`src/rtl/countdown_pkg.sv`:
```
// Shared state encoding and default prescaler divisors for the countdown timer controller.
package countdown_pkg;

  typedef enum logic [2:0] {
    StIdle  = 3'd0,
    StSet   = 3'd1,
    StArmed = 3'd2,
    StRun   = 3'd3,
    StPause = 3'd4,
    StDone  = 3'd5
  } state_t;

  localparam int unsigned DefaultTickDiv  = 100_000_000;
  localparam int unsigned DefaultBlinkDiv = 25_000_000;

endpackage

```
`src/rtl/tick_prescaler.sv`:
```
// Free-running divider: tick is high for one cycle when the counter sits at DIV-1 while enabled.
module tick_prescaler #(
  parameter int unsigned DIV = 4
) (
  input  logic clk,
  input  logic rst_n,
  input  logic en,
  input  logic clr,
  output logic tick
);
  localparam int unsigned CntW = (DIV > 1) ? $clog2(DIV) : 1;
  localparam logic [CntW-1:0] Last = CntW'(DIV - 1);

  logic [CntW-1:0] cnt_q;

  assign tick = en && (cnt_q == Last);

  always_ff @(posedge clk or negedge rst_n) begin
    if (!rst_n) begin
      cnt_q <= '0;
    end else if (clr) begin
      cnt_q <= '0;
    end else if (en) begin
      cnt_q <= tick ? '0 : cnt_q + 1'b1;
    end
  end

endmodule

```
`src/rtl/countdown_timer_ctrl.sv`:
```
// Countdown timer sequencer: IDLE -> SET -> ARMED -> RUN <-> PAUSE -> DONE.
// Define COUNTDOWN_AUTO_RELOAD_EN to reload the count at zero instead of finishing.
module countdown_timer_ctrl
  import countdown_pkg::*;
#(
  parameter int unsigned WIDTH     = 8,
  parameter int unsigned TICK_DIV  = DefaultTickDiv,
  parameter int unsigned BLINK_DIV = DefaultBlinkDiv,
  parameter int unsigned LED_W     = 16
) (
  input  logic             clk,
  input  logic             rst_n,
  input  logic [WIDTH-1:0] sw,
  input  logic             start_p,
  input  logic             clear_p,
  output logic [WIDTH-1:0] value_out,
  output logic             disp_en,
  output logic [LED_W-1:0] led,
  output logic [2:0]       state_out,
  output logic             done
);

  state_t           state_q;
  logic [WIDTH-1:0] count_q;
  logic [WIDTH-1:0] latched_q;
  logic [LED_W-1:0] led_q;
  logic             reload_q;
  logic             count_tick;
  logic             blink_tick;
  logic             count_clr;
  logic             blink_clr;

  assign count_clr = clear_p || ((state_q == StArmed) && start_p);
  assign blink_clr = clear_p || (state_q != StDone);

  tick_prescaler #(
    .DIV(TICK_DIV)
  ) u_count_div (
    .clk  (clk),
    .rst_n(rst_n),
    .en   (state_q == StRun),
    .clr  (count_clr),
    .tick (count_tick)
  );

  tick_prescaler #(
    .DIV(BLINK_DIV)
  ) u_blink_div (
    .clk  (clk),
    .rst_n(rst_n),
    .en   (state_q == StDone),
    .clr  (blink_clr),
    .tick (blink_tick)
  );

  always_ff @(posedge clk or negedge rst_n) begin
    if (!rst_n) begin
      state_q   <= StIdle;
      count_q   <= '0;
      latched_q <= '0;
      led_q     <= '0;
      reload_q  <= 1'b0;
    end else begin
      reload_q <= 1'b0;
      if (clear_p) begin
        state_q <= StIdle;
        count_q <= '0;
        led_q   <= '0;
      end else begin
        case (state_q)
          StIdle: if (start_p) state_q <= StSet;
          StSet: begin
            if (start_p) begin
              latched_q <= sw;
              state_q   <= StArmed;
            end
          end
          StArmed: begin
            if (start_p) begin
              count_q <= latched_q;
              if (latched_q == '0) begin
                state_q <= StDone;
                led_q   <= '1;
              end else begin
                state_q <= StRun;
                led_q   <= '0;
              end
            end
          end
          StRun: begin
            // Zero is never decremented; reaching zero overrides a coincident pause.
            if (count_tick && (count_q == WIDTH'(1))) begin
`ifdef COUNTDOWN_AUTO_RELOAD_EN
              count_q  <= latched_q;
              reload_q <= 1'b1;
              led_q    <= ~led_q;
              if (start_p) state_q <= StPause;
`else
              count_q <= '0;
              state_q <= StDone;
              led_q   <= '1;
`endif
            end else begin
              if (count_tick && (count_q != '0)) count_q <= count_q - 1'b1;
              if (start_p) state_q <= StPause;
            end
          end
          StPause: if (start_p) state_q <= StRun;
          StDone: begin
            if (start_p) begin
              state_q <= StArmed;
              led_q   <= '0;
            end else if (blink_tick) begin
              led_q <= ~led_q;
            end
          end
          default: begin
            state_q <= StIdle;
            led_q   <= '0;
          end
        endcase
      end
    end
  end

  always_comb begin
    value_out = '0;
    case (state_q)
      StSet:           value_out = sw;
      StArmed:         value_out = latched_q;
      StRun, StPause:  value_out = count_q;
      default:         value_out = '0;
    endcase
  end

  assign disp_en   = (state_q == StArmed) || (state_q == StRun) ||
                     (state_q == StPause) || (state_q == StDone);
  assign led       = led_q;
  assign state_out = state_q;
  assign done      = (state_q == StDone) || reload_q;

endmodule
```
`config.mk`:
```
export PLATFORM = sky130hd
export DESIGN_NAME = countdown_timer_ctrl
export DESIGN_NICKNAME = d
export VERILOG_FILES = /design/src/rtl/countdown_pkg.sv /design/src/rtl/tick_prescaler.sv /design/src/rtl/countdown_timer_ctrl.sv
export SDC_FILE = /design/constraint.sdc
export NUM_CORES = 1
export LEC_CHECK = 0
export CAP_MARGIN = 25
export CORE_MARGIN = 2
export CORE_UTILIZATION = 40
export CTS_BUF_LIST = sky130_fd_sc_hd__clkbuf_16
export DETAILED_ROUTE_END_ITERATION = 12
export SYNTH_ARGS = -nofsm -noshare
export SYNTH_HDL_FRONTEND = slang
export SYNTH_HIERARCHICAL = 1
export SYNTH_SLANG_ARGS = --single-unit
```
`constraint.sdc`:
```
create_clock -name clk -period 3.94 [get_ports clk]
set_input_delay 0.985 -clock clk [delete_from_list [all_inputs] [get_ports clk]]
set_output_delay 0.985 -clock clk [all_outputs]
set_load 0.03 [all_outputs]
```
# Word-level counts from Yosys, hierarchy flattened
# Index checks and enable logic that the tools add are counted.
# op_classes
n_addsub	3
eq_ne	18
n_mux	28
bitwise_logic	2
reduce_logical	23
# op_table
operator	n
$mux W16	6
$mux W27	3
$mux W25	3
$pmux W16 S4	1
$mux W8	4
$add A27 B1 Y27 const B	1
$eq A27 B27 Y1 const B	1
$add A25 B1 Y25 const B	1
$eq A25 B25 Y1 const B	1
$mux W3	8
$pmux W8 S3	1
$not A16 Y16	1
$pmux W8 S2	1
$ne A3 B3 Y1 const B	5
$pmux W3 S5	1
$ne A4 B4 Y1 const B	3
$eq A8 B1 Y1 const B	1
$logic_not A8 Y1	1
$reduce_bool A8 Y1	1
$sub A8 B1 Y8 const B	1
$eq A3 B2 Y1 const B	2
$eq A3 B3 Y1 const B	2
$reduce_and A3 Y1	2
$logic_and A1 B1 Y1	5
12 further kinds	18
# totals
reg_bits	87
inputBits	12
output_inout_bits	29
wordCells	80

# Longest topological paths before layout
# Gate-level depths: netlist (run 1).
# logic_depth
word_depth	7
ltp_mapped	12
depth_no_buf	11

# Modules after synthesis
# The synthesis (run 1) kept the hierarchy.
# modules_own_cells
module	instances	cells_per_inst	area_per_inst_um2	seq_area_each_um2
countdown_timer_ctrl	1	216	2069.5	875.8
tick_prescaler (u_count_div)	1	178	1609.0	675.6
tick_prescaler (u_blink_div)	1	148	1427.6	625.6

# Worst setup path after synthesis (run 1)
# Ideal clock, no wire load.
# synth_timing
kind	register to register
startpoint	register state_q[1] (netlist: state_out[1])
endpoint	register led_q[10] (netlist: led[10])
setup_time_ns	0.121
arrival_ns	3.244
required_time_ns	3.819
slack_ns	0.575
stages_incl_launch_ff	13
n_path_buf	1
period_less_slack_ns	3.365
cell_sequence	dfrtp_1 nand2b_1 or2_2 inv_1 nand4_1 or4_4 nor3_2 nor2_1 nor2_1 o22ai_1 o21a_1 clkbuf_1 a22o_2
# synth_via
elab_cells_between_ends	17
classes_between	eq/ne: 9; mux: 2; reduce/logical: 6
# synth_rtl
item	line	source
start: declaration	countdown_timer_ctrl.sv:23	state_t state_q;
start signal: assignment	countdown_timer_ctrl.sv:58	state_q <= StIdle;
start signal: assignment	countdown_timer_ctrl.sv:66	state_q <= StIdle;
start signal: assignment	countdown_timer_ctrl.sv:71	StIdle: if (start_p) state_q <= StSet;
$eq A3 B3 Y1	n/a	
via done	countdown_timer_ctrl.sv:20	output logic done
$logic_and A1 B1 Y1	tick_prescaler.sv:16	assign tick = en && (cnt_q == Last);
via blink_tick	countdown_timer_ctrl.sv:29	logic blink_tick;
$ne A4 B4 Y1 (no line)	n/a	
$reduce_and A4 Y1 (no line)	n/a	
end signal: assignment	countdown_timer_ctrl.sv:114	led_q <= ~led_q;
end: declaration	countdown_timer_ctrl.sv:26	logic [LED_W-1:0] led_q;
# The timed path passes the listed nets, and every way through them passes these cells.
# A chain may end at the register's enable or synchronous reset.

# Worst setup path after layout (run 1)
# layout_timing
startpoint	register state_q[2] (netlist: state_out[2])
endpoint	output port value_out[6]
# layout_via
elab_chain_cells	3
elab_cells_between_ends	6
classes_between	eq/ne: 4; mux: 1; reduce/logical: 1
# layout_lines
item	line	source
$eq A3 B3 Y1 / $eq A3 B2 Y1 (equally long branches)	countdown_timer_ctrl.sv:128	case (state_q)
$reduce_or A2 Y1	countdown_timer_ctrl.sv:128	
$pmux W8 S3 (*)	countdown_timer_ctrl.sv:128	
end: declaration	countdown_timer_ctrl.sv:16	output logic [WIDTH-1:0] value_out,
# Mark *: on every way between the ends. The rest lies on a longest branch, timed or not.

==> results of run 1 <==
## metal layers
layer / up-vias / wire (um) / track usage (%) / share of wire (%)
li1: 2126 / - / - / -
met1: 2214 / 6030 / 27.8 / 47
met2: 146 / 5830 / 29.6 / 46
met3: 22 / 584 / 3.35 / 4.6
met4: 0 / 323 / 8.24 / 2.5
met5: - / 0 / 0 / 0
## cell type report
cell class / count / area [sq um]
Fill cell: 1244 / 6530
Tap cell: 172 / 215
Clock inverter: 7 / 58.8
Timing Repair Buffer: 56 / 518
Multi-Input combinational cell: 417 / 2740
Clock buffer: 9 / 225
Inverter: 13 / 48.8
Sequential cell: 87 / 2180
## critical path: stages, from the launching register on
cell and delay (ns):
dfrtp_1 0.54, nand2b_1 0.22, o21ai_0 0.58, nand2_1 0.15, o21ai_0 0.10, clkdlybuf4s50_1 0.69
## metrics by stage
stage                     setup slack [ns]  hold slack, ns  instances
final                                0.329           0.526        761
after global routing                 0.160           0.545        761
after CTS                            0.281           0.530        761
after detailed placement             0.481           0.511        745
after global placement               0.556           0.501        745
after floorplan                      0.575           0.515        542
## layout by cell type (no fill, tap or decap), types with 3 or more instances in the layout
cell type        count
nand4_1             18
nor2b_1              6
a22o_2              10
or4_1               16
a21oi_1             19
inv_1               14
nand3b_1             3
o2111ai_1            4
o21ai_0             48
o31ai_1             10
nand3_1             18
dfrtp_1             87
nor2_1              50
mux2_2              10
a22o_1              10
clkdlybuf4s50_1     39
and3_1               6
nor4_1              11
nor3b_1              5
nand2_1             46
ha_1                 5
nor3_1               5
nand2b_1             8
o22ai_1              3
a32o_1               7
clkbuf_16            9
buf_4               17
o41ai_1              4
or3_1                8
a22oi_1              8
or2_2                4
xor2_1              11
xnor2_1             16
## power breakdown
part,leakage [nW],switching (mW),internal [mW],total (mW)
Clock,0.137,0.384,0.436,0.820
Combinational,0.934,0.167,0.136,0.303
Sequential,1.19,0.0653,0.938,1.00
Total,2.26,0.616,1.51,2.13
## path summary, 6_finish.rpt
check,cells past startpoint,startpoint,end,slack (ns)
worst max-delay path,5,state_out[2]$_DFFE_PN0P_,value_out[6],0.33
worst min-delay path,1,led[11]$_DFFE_PN0P_,led[11]$_DFFE_PN0P_,0.53
worst max register to register,11,state_out[2]$_DFFE_PN0P_,led[5]$_DFFE_PN0P_,0.49
worst min register to register,1,led[11]$_DFFE_PN0P_,led[11]$_DFFE_PN0P_,0.53
max in group asynchronous,2,rst_n,u_blink_div/cnt_q[16]$_DFFE_PN0P_,2.64
min in group asynchronous,1,rst_n,latched_q[0]$_DFFE_PN0P_,0.56
## registers in the layout, indices dropped and copies added, names as in the netlist
register	count
u_count_div/cnt_q	27
u_blink_div/cnt_q	25
led	16
count_q	8
latched_q	8
state_out	3
## cell families (layout without fill, tap and decap cells)
logic type | count (synthesis) | in the layout | share of synthesized area, %
mux | 11 | 11 | 2.40
buf+inv | 38 | 85 | 3.65
simple gates | 227 | 227 | 24.8
fa+ha+maj | 5 | 5 | 1.23
compound gates | 147 | 147 | 20.7
xor+xnor | 27 | 27 | 4.63
flops | 87 | 87 | 42.6
==> flow_metrics.py, run 1 <==
metrics = {
    "outcome": {
        "outcome": "complete, no violations",
    },
    "die": {
        "rows": 41,
        "die_h_um": 117,
        "placeableCoreArea_sq_um": 12500,
        "start_util_pct": 40.8,
        "dieWidth_um": 117,
        "dieArea_sq_um": 13700,
        "ios": 41,
    },
    "pwr": {
        "p_leak_nw": 2.26,
        "ir_drop_mv": 0.172,
        "power_density_nw_per_um2": 355,
        "p_total_mw": 2.13,
    },
    "sta": {
        "fin_crit_ns": 3.61,
        "fmax_mhz": 277,
        "fin_tns_setup_ns": 0,
        "drv_slew": 0,
        "finalHoldViolCount": 0,
        "worst_pin_slew_ns": 0.670,
        "slew-limit-headroom_pct": 55.4,
        "rsz0062_at_grt": "no",
        "setup_violations": 0,
        "fin_worst_skew_ns": 0.00845,
        "period_share_pct": 91.6,
    },
    "critical_path": {
        "critPathArrivalTime_ns": 2.63,
        "worstPathRequired_ns": 2.95,
        "cp-end-kind": "primary output",
        "cp_max_fo": 11,
        "crit_path_start_kind": "register",
        "worst-setup-path-type": "reg2out",
    },
    "logic_synthesis": {
        "async_flop_share_pct": 100,
        "synthFlopType": "dfrtp_1",
        "yosysMostFrequentCell": "dfrtp_1",
        "synth.avg_cell_area_sq_um": 9.42,
        "synth_common_cells": "87 x dfrtp_1, 50 x nor2_1, 48 x o21ai_0, 46 x nand2_1, 19 x a21oi_1",
        "synth-edff-count": 0,
        "synth_cell_types": 69,
        "ys_ff_latch": 87,
        "yosysWarnings": 6,
        "seq_area_frac_synth_pct": 42.6,
        "syn_area_sq_um": 5110,
        "syn-num-nets": 559,
        "yosys.area.top_type": "dfrtp_1",
        "synthTopCellsByArea": "dfrtp_1 43%, o21ai_0 4.7%, nor2_1 3.7%",
        "yosysTopAreaCellShare_pct": 42.6,
        "synthCells": 542,
    },
    "global_routing": {
        "grt_pass1_wl_um": 21100,
        "gr-total-overflow": 0,
        "track_usage_pct": 19.6,
        "antenna_found_initial": 0,
        "grt_max_degree": 33,
        "grt_pass1_vias": 4208,
    },
    "drt": {
        "drc": 0,
        "drt_iter0_markers": 336,
        "drt-total-wl_um": 12800,
        "ant_nets": 0,
        "wl_per_cell_um": 16.8,
        "drtPass1Iterations": 6,
        "via_per_inst": 5.92,
        "vias": 4508,
    },
    "placement": {
        "numPortBuffers": 40,
        "place_congestion": 0.833,
        "hpwl_um": 8870,
        "postPlaceCellArea_sq_um": 5700,
    },
    "finish": {
        "syn_to_final_growth_pct": 17.2,
        "postLayoutCoreUtil_pct": 47.8,
        "layout.nets": 601,
        "drive_above_1_share_pct": 12.4,
        "design_area_sq_um": 5990,
        "diodes": 0,
    },
    "clock_tree": {
        "numCtsBuffers": 9,
        "clk_pin_slew_ns": 0.07,
        "insertion_delay_ns": 0.35,
        "cts_resized": 0,
        "post-cts-setup-buffers": 0,
        "cts_tree": "built",
        "cts_hold_buf": 0,
        "clock_sinks": 87,
        "clock-root-buffer": "clkbuf_16",
        "cts_buffer_depth": 2,
        "cts_htree_levels": 3,
    },
    "hold_path": {
        "hold_class": "reg2reg",
    },
    "job": {
        "drv_cap": 0,
    },
}
Power figures use the tool's default switching activity.
==> run 2: changes to the inputs <==
--- a/config.mk
+++ b/config.mk
@@ -5,7 +5,8 @@
 export SDC_FILE = /design/constraint.sdc
 export NUM_CORES = 1
 export LEC_CHECK = 0
-export CAP_MARGIN = 25
+export ABC_CLOCK_PERIOD_IN_PS = 3940
+export CAP_MARGIN = 20
 export CORE_MARGIN = 2
 export CORE_UTILIZATION = 40
 export CTS_BUF_LIST = sky130_fd_sc_hd__clkbuf_16
==> results of run 2 <==
Same layout as run 1: the final DEF is identical, and so are final timing and power.
==> run 3: changes to the inputs <==
--- a/config.mk
+++ b/config.mk
@@ -5,12 +5,13 @@
 export SDC_FILE = /design/constraint.sdc
 export NUM_CORES = 1
 export LEC_CHECK = 0
+export ABC_AREA = 1
 export ABC_CLOCK_PERIOD_IN_PS = 3940
-export CAP_MARGIN = 20
 export CORE_MARGIN = 2
-export CORE_UTILIZATION = 40
+export CORE_UTILIZATION = 60
 export CTS_BUF_LIST = sky130_fd_sc_hd__clkbuf_16
 export DETAILED_ROUTE_END_ITERATION = 12
+export PLACE_DENSITY = 0.81
 export SYNTH_ARGS = -nofsm -noshare
 export SYNTH_HDL_FRONTEND = slang
 export SYNTH_HIERARCHICAL = 1
==> flow_metrics.py, run 3 <==
metrics = {
    "outcome": {
        "outcome": "complete, no violations",
    },
    "die": {
        "ios": 41,
        "dieWidth_um": 101,
        "start_util_pct": 61.4,
        "dieArea_sq_um": 10100,
        "placeableCoreArea_sq_um": 9150,
        "die_h_um": 101,
        "rows": 35,
    },
    "logic_synthesis": {
        "ys_ff_latch": 87,
        "yosys.area.top_type": "dfrtp_1",
        "synthFlopType": "dfrtp_1",
        "synthTopCellsByArea": "dfrtp_1 39%, nand2_1 16%, nor2_1 8.8%",
        "yosysTopAreaCellShare_pct": 38.8,
        "synth_cell_types": 41,
        "synth_common_cells": "239 x nand2_1, 132 x nor2_1, 87 x dfrtp_1, 80 x inv_1, 51 x nand3_1",
        "synth.avg_cell_area_sq_um": 6.83,
        "async_flop_share_pct": 100,
        "yosysWarnings": 6,
        "syn_area_sq_um": 5620,
        "syn-num-nets": 839,
        "synthCells": 822,
        "seq_area_frac_synth_pct": 38.8,
        "synth-edff-count": 0,
        "yosysMostFrequentCell": "nand2_1",
    },
    "placement": {
        "dp_cells": 963,
        "hpwl_um": 9490,
        "numPortBuffers": 40,
        "place_congestion": 0.930,
    },
    "clock_tree": {
        "post-cts-setup-buffers": 0,
        "cts_htree_levels": 3,
        "cts_resized": 0,
        "cts_hold_buf": 0,
        "clock-root-buffer": "clkbuf_16",
        "cts_buffer_depth": 2,
        "numCtsBuffers": 9,
        "clk_pin_slew_ns": 0.07,
        "cts_tree": "built",
        "clock_sinks": 87,
        "insertion_delay_ns": 0.34,
    },
    "critical_path": {
        "critPathArrivalTime_ns": 2.56,
        "worst-setup-path-type": "reg2out",
        "cp-end-kind": "primary output",
        "max_stage_delay_ns": 0.71,
        "crit_chain": "inv_2 -> nand2_2 -> nor2_4 -> inv_2 -> nand2_1 -> nand2_1 -> o221ai_1 -> clkdlybuf4s50_1",
        "worstPathRequired_ns": 2.95,
        "cp_max_fo": 12,
        "crit_path_start_kind": "register",
        "cpMaxStageDelayCell": "clkdlybuf4s50_1",
    },
    "finish": {
        "layout.nets": 880,
        "final_common_cell": "nand2_1",
        "final_cell_mix": "239 x nand2_1, 132 x nor2_1, 87 x dfrtp_1, 80 x inv_1, 51 x nand3_1",
        "largest_reg_flops": 27,
        "top_register": "u_count_div/cnt_q",
        "diodes": 0,
        "drive_above_1_share_pct": 9.92,
        "fin_cells": 978,
        "syn_to_final_growth_pct": 13.8,
    },
    "drt": {
        "via_per_inst": 5.52,
        "drc": 0,
        "vias": 5399,
        "drt_iter0_markers": 337,
        "wl_per_cell_um": 13.6,
        "drtPass1Iterations": 5,
        "drt-total-wl_um": 13300,
        "ant_nets": 0,
    },
    "pwr": {
        "ir_drop_mv": 0.445,
        "p_leak_nw": 2.81,
        "p_total_mw": 3.08,
        "power_density_nw_per_um2": 483,
    },
    "sta": {
        "fin_tns_setup_ns": 0,
        "rsz0062_at_grt": "no",
        "finalHoldViolCount": 0,
        "worst_pin_slew_ns": 0.951,
        "fmax_mhz": 282,
        "period_share_pct": 90.0,
        "drv_slew": 0,
        "slew-limit-headroom_pct": 36.6,
        "fin_worst_skew_ns": 0.0103,
        "fin_crit_ns": 3.54,
        "setup_violations": 0,
    },
    "global_routing": {
        "gr-total-overflow": 0,
        "grt_pass1_wl_um": 23000,
        "track_usage_pct": 27.8,
        "antenna_found_initial": 0,
        "grt_pass1_vias": 5058,
        "grt_max_degree": 75,
    },
    "hold_path": {
        "hold_class": "reg2reg",
    },
    "job": {
        "drv_cap": 0,
    },
}
-- run 3: worst max-delay path: cells and delay by family, from the launching register on --
family | cells | cell delay (ns)
AND/OR/NAND/NOR | 4 | 0.72
flip-flops | 1 | 0.43
buffers and inverters | 3 | 0.97
AO/OA/AOI/OAI | 1 | 0.09
-- run 3: report_power, final --
part / internal, mW / total (mW) / switching [mW]
Clock: 0.486 / 0.844 / 0.359
Sequential: 1.01 / 1.16 / 0.147
Combinational: 0.392 / 1.08 / 0.690
Total: 1.89 / 3.08 / 1.20
-- run 3: layer usage --
metal  global-route usage, %  wire (um)  share of wire [%]  up-vias
met5                       0          0                  0        -
met4                    8.32        188                1.4        0
met3                    5.62        793                6.0       20
met2                    45.4       6270                 47      161
met1                    37.5       6070                 46     2516
li1                        -          -                  -     2702
-- run 3: worst paths after layout --
| path | slack, ns | start | cells after the start | endpoint |
|---|---|---|---|---|
| worst max-delay path | 0.40 | state_out[2]$_DFFE_PN0P_ | 8 | value_out[6] |
| worst min-delay path | 0.50 | latched_q[2]$_DFFE_PN0P_ | 2 | latched_q[2]$_DFFE_PN0P_ |
| worst max register to register | 0.96 | state_out[2]$_DFFE_PN0P_ | 14 | led[2]$_DFFE_PN0P_ |
| worst min register to register | 0.50 | latched_q[2]$_DFFE_PN0P_ | 2 | latched_q[2]$_DFFE_PN0P_ |
| max in group asynchronous | 2.46 | rst_n | 2 | led[8]$_DFFE_PN0P_ |
| min in group asynchronous | 0.76 | rst_n | 1 | u_count_div/cnt_q[8]$_DFFE_PN0P_ |
-- run 3: through the flow --
stage,worst slack (ns),cell area (sq um),util [%],hold slack [ns]
2_1_floorplan,1.26,5620,-,0.459
3_3_place_gp,0.615,6100,66.7,0.478
3_5_place_dp,0.541,6100,66.7,0.482
4_1_cts,0.385,6390,69.8,0.499
5_1_grt,0.247,6390,69.8,0.537
6_report,0.395,6390,69.8,0.496
-- run 3: cells by family (layout without fill, tap and decap cells) --
| logic type | count (synthesis) | count (layout) | synth area share [%] |
|---|---|---|---|
| and+or+nand+nor | 507 | 507 | 40.2 |
| buffers and inverters | 111 | 156 | 8.16 |
| AOI/OAI and AO/OA | 100 | 100 | 9.92 |
| DFF | 87 | 87 | 38.8 |
| xor gates and xnor gates | 12 | 12 | 1.87 |
| adders and majority gates | 5 | 5 | 1.11 |
-- run 3: cell type report --
type	count	area, sq um
clock buffers	9	225
flip-flops and latches	87	2180
inverters	93	349
clock inverters	6	62.6
multi-input cells	624	2980
repair buffers	48	458
well taps	111	139
fillers	779	2760
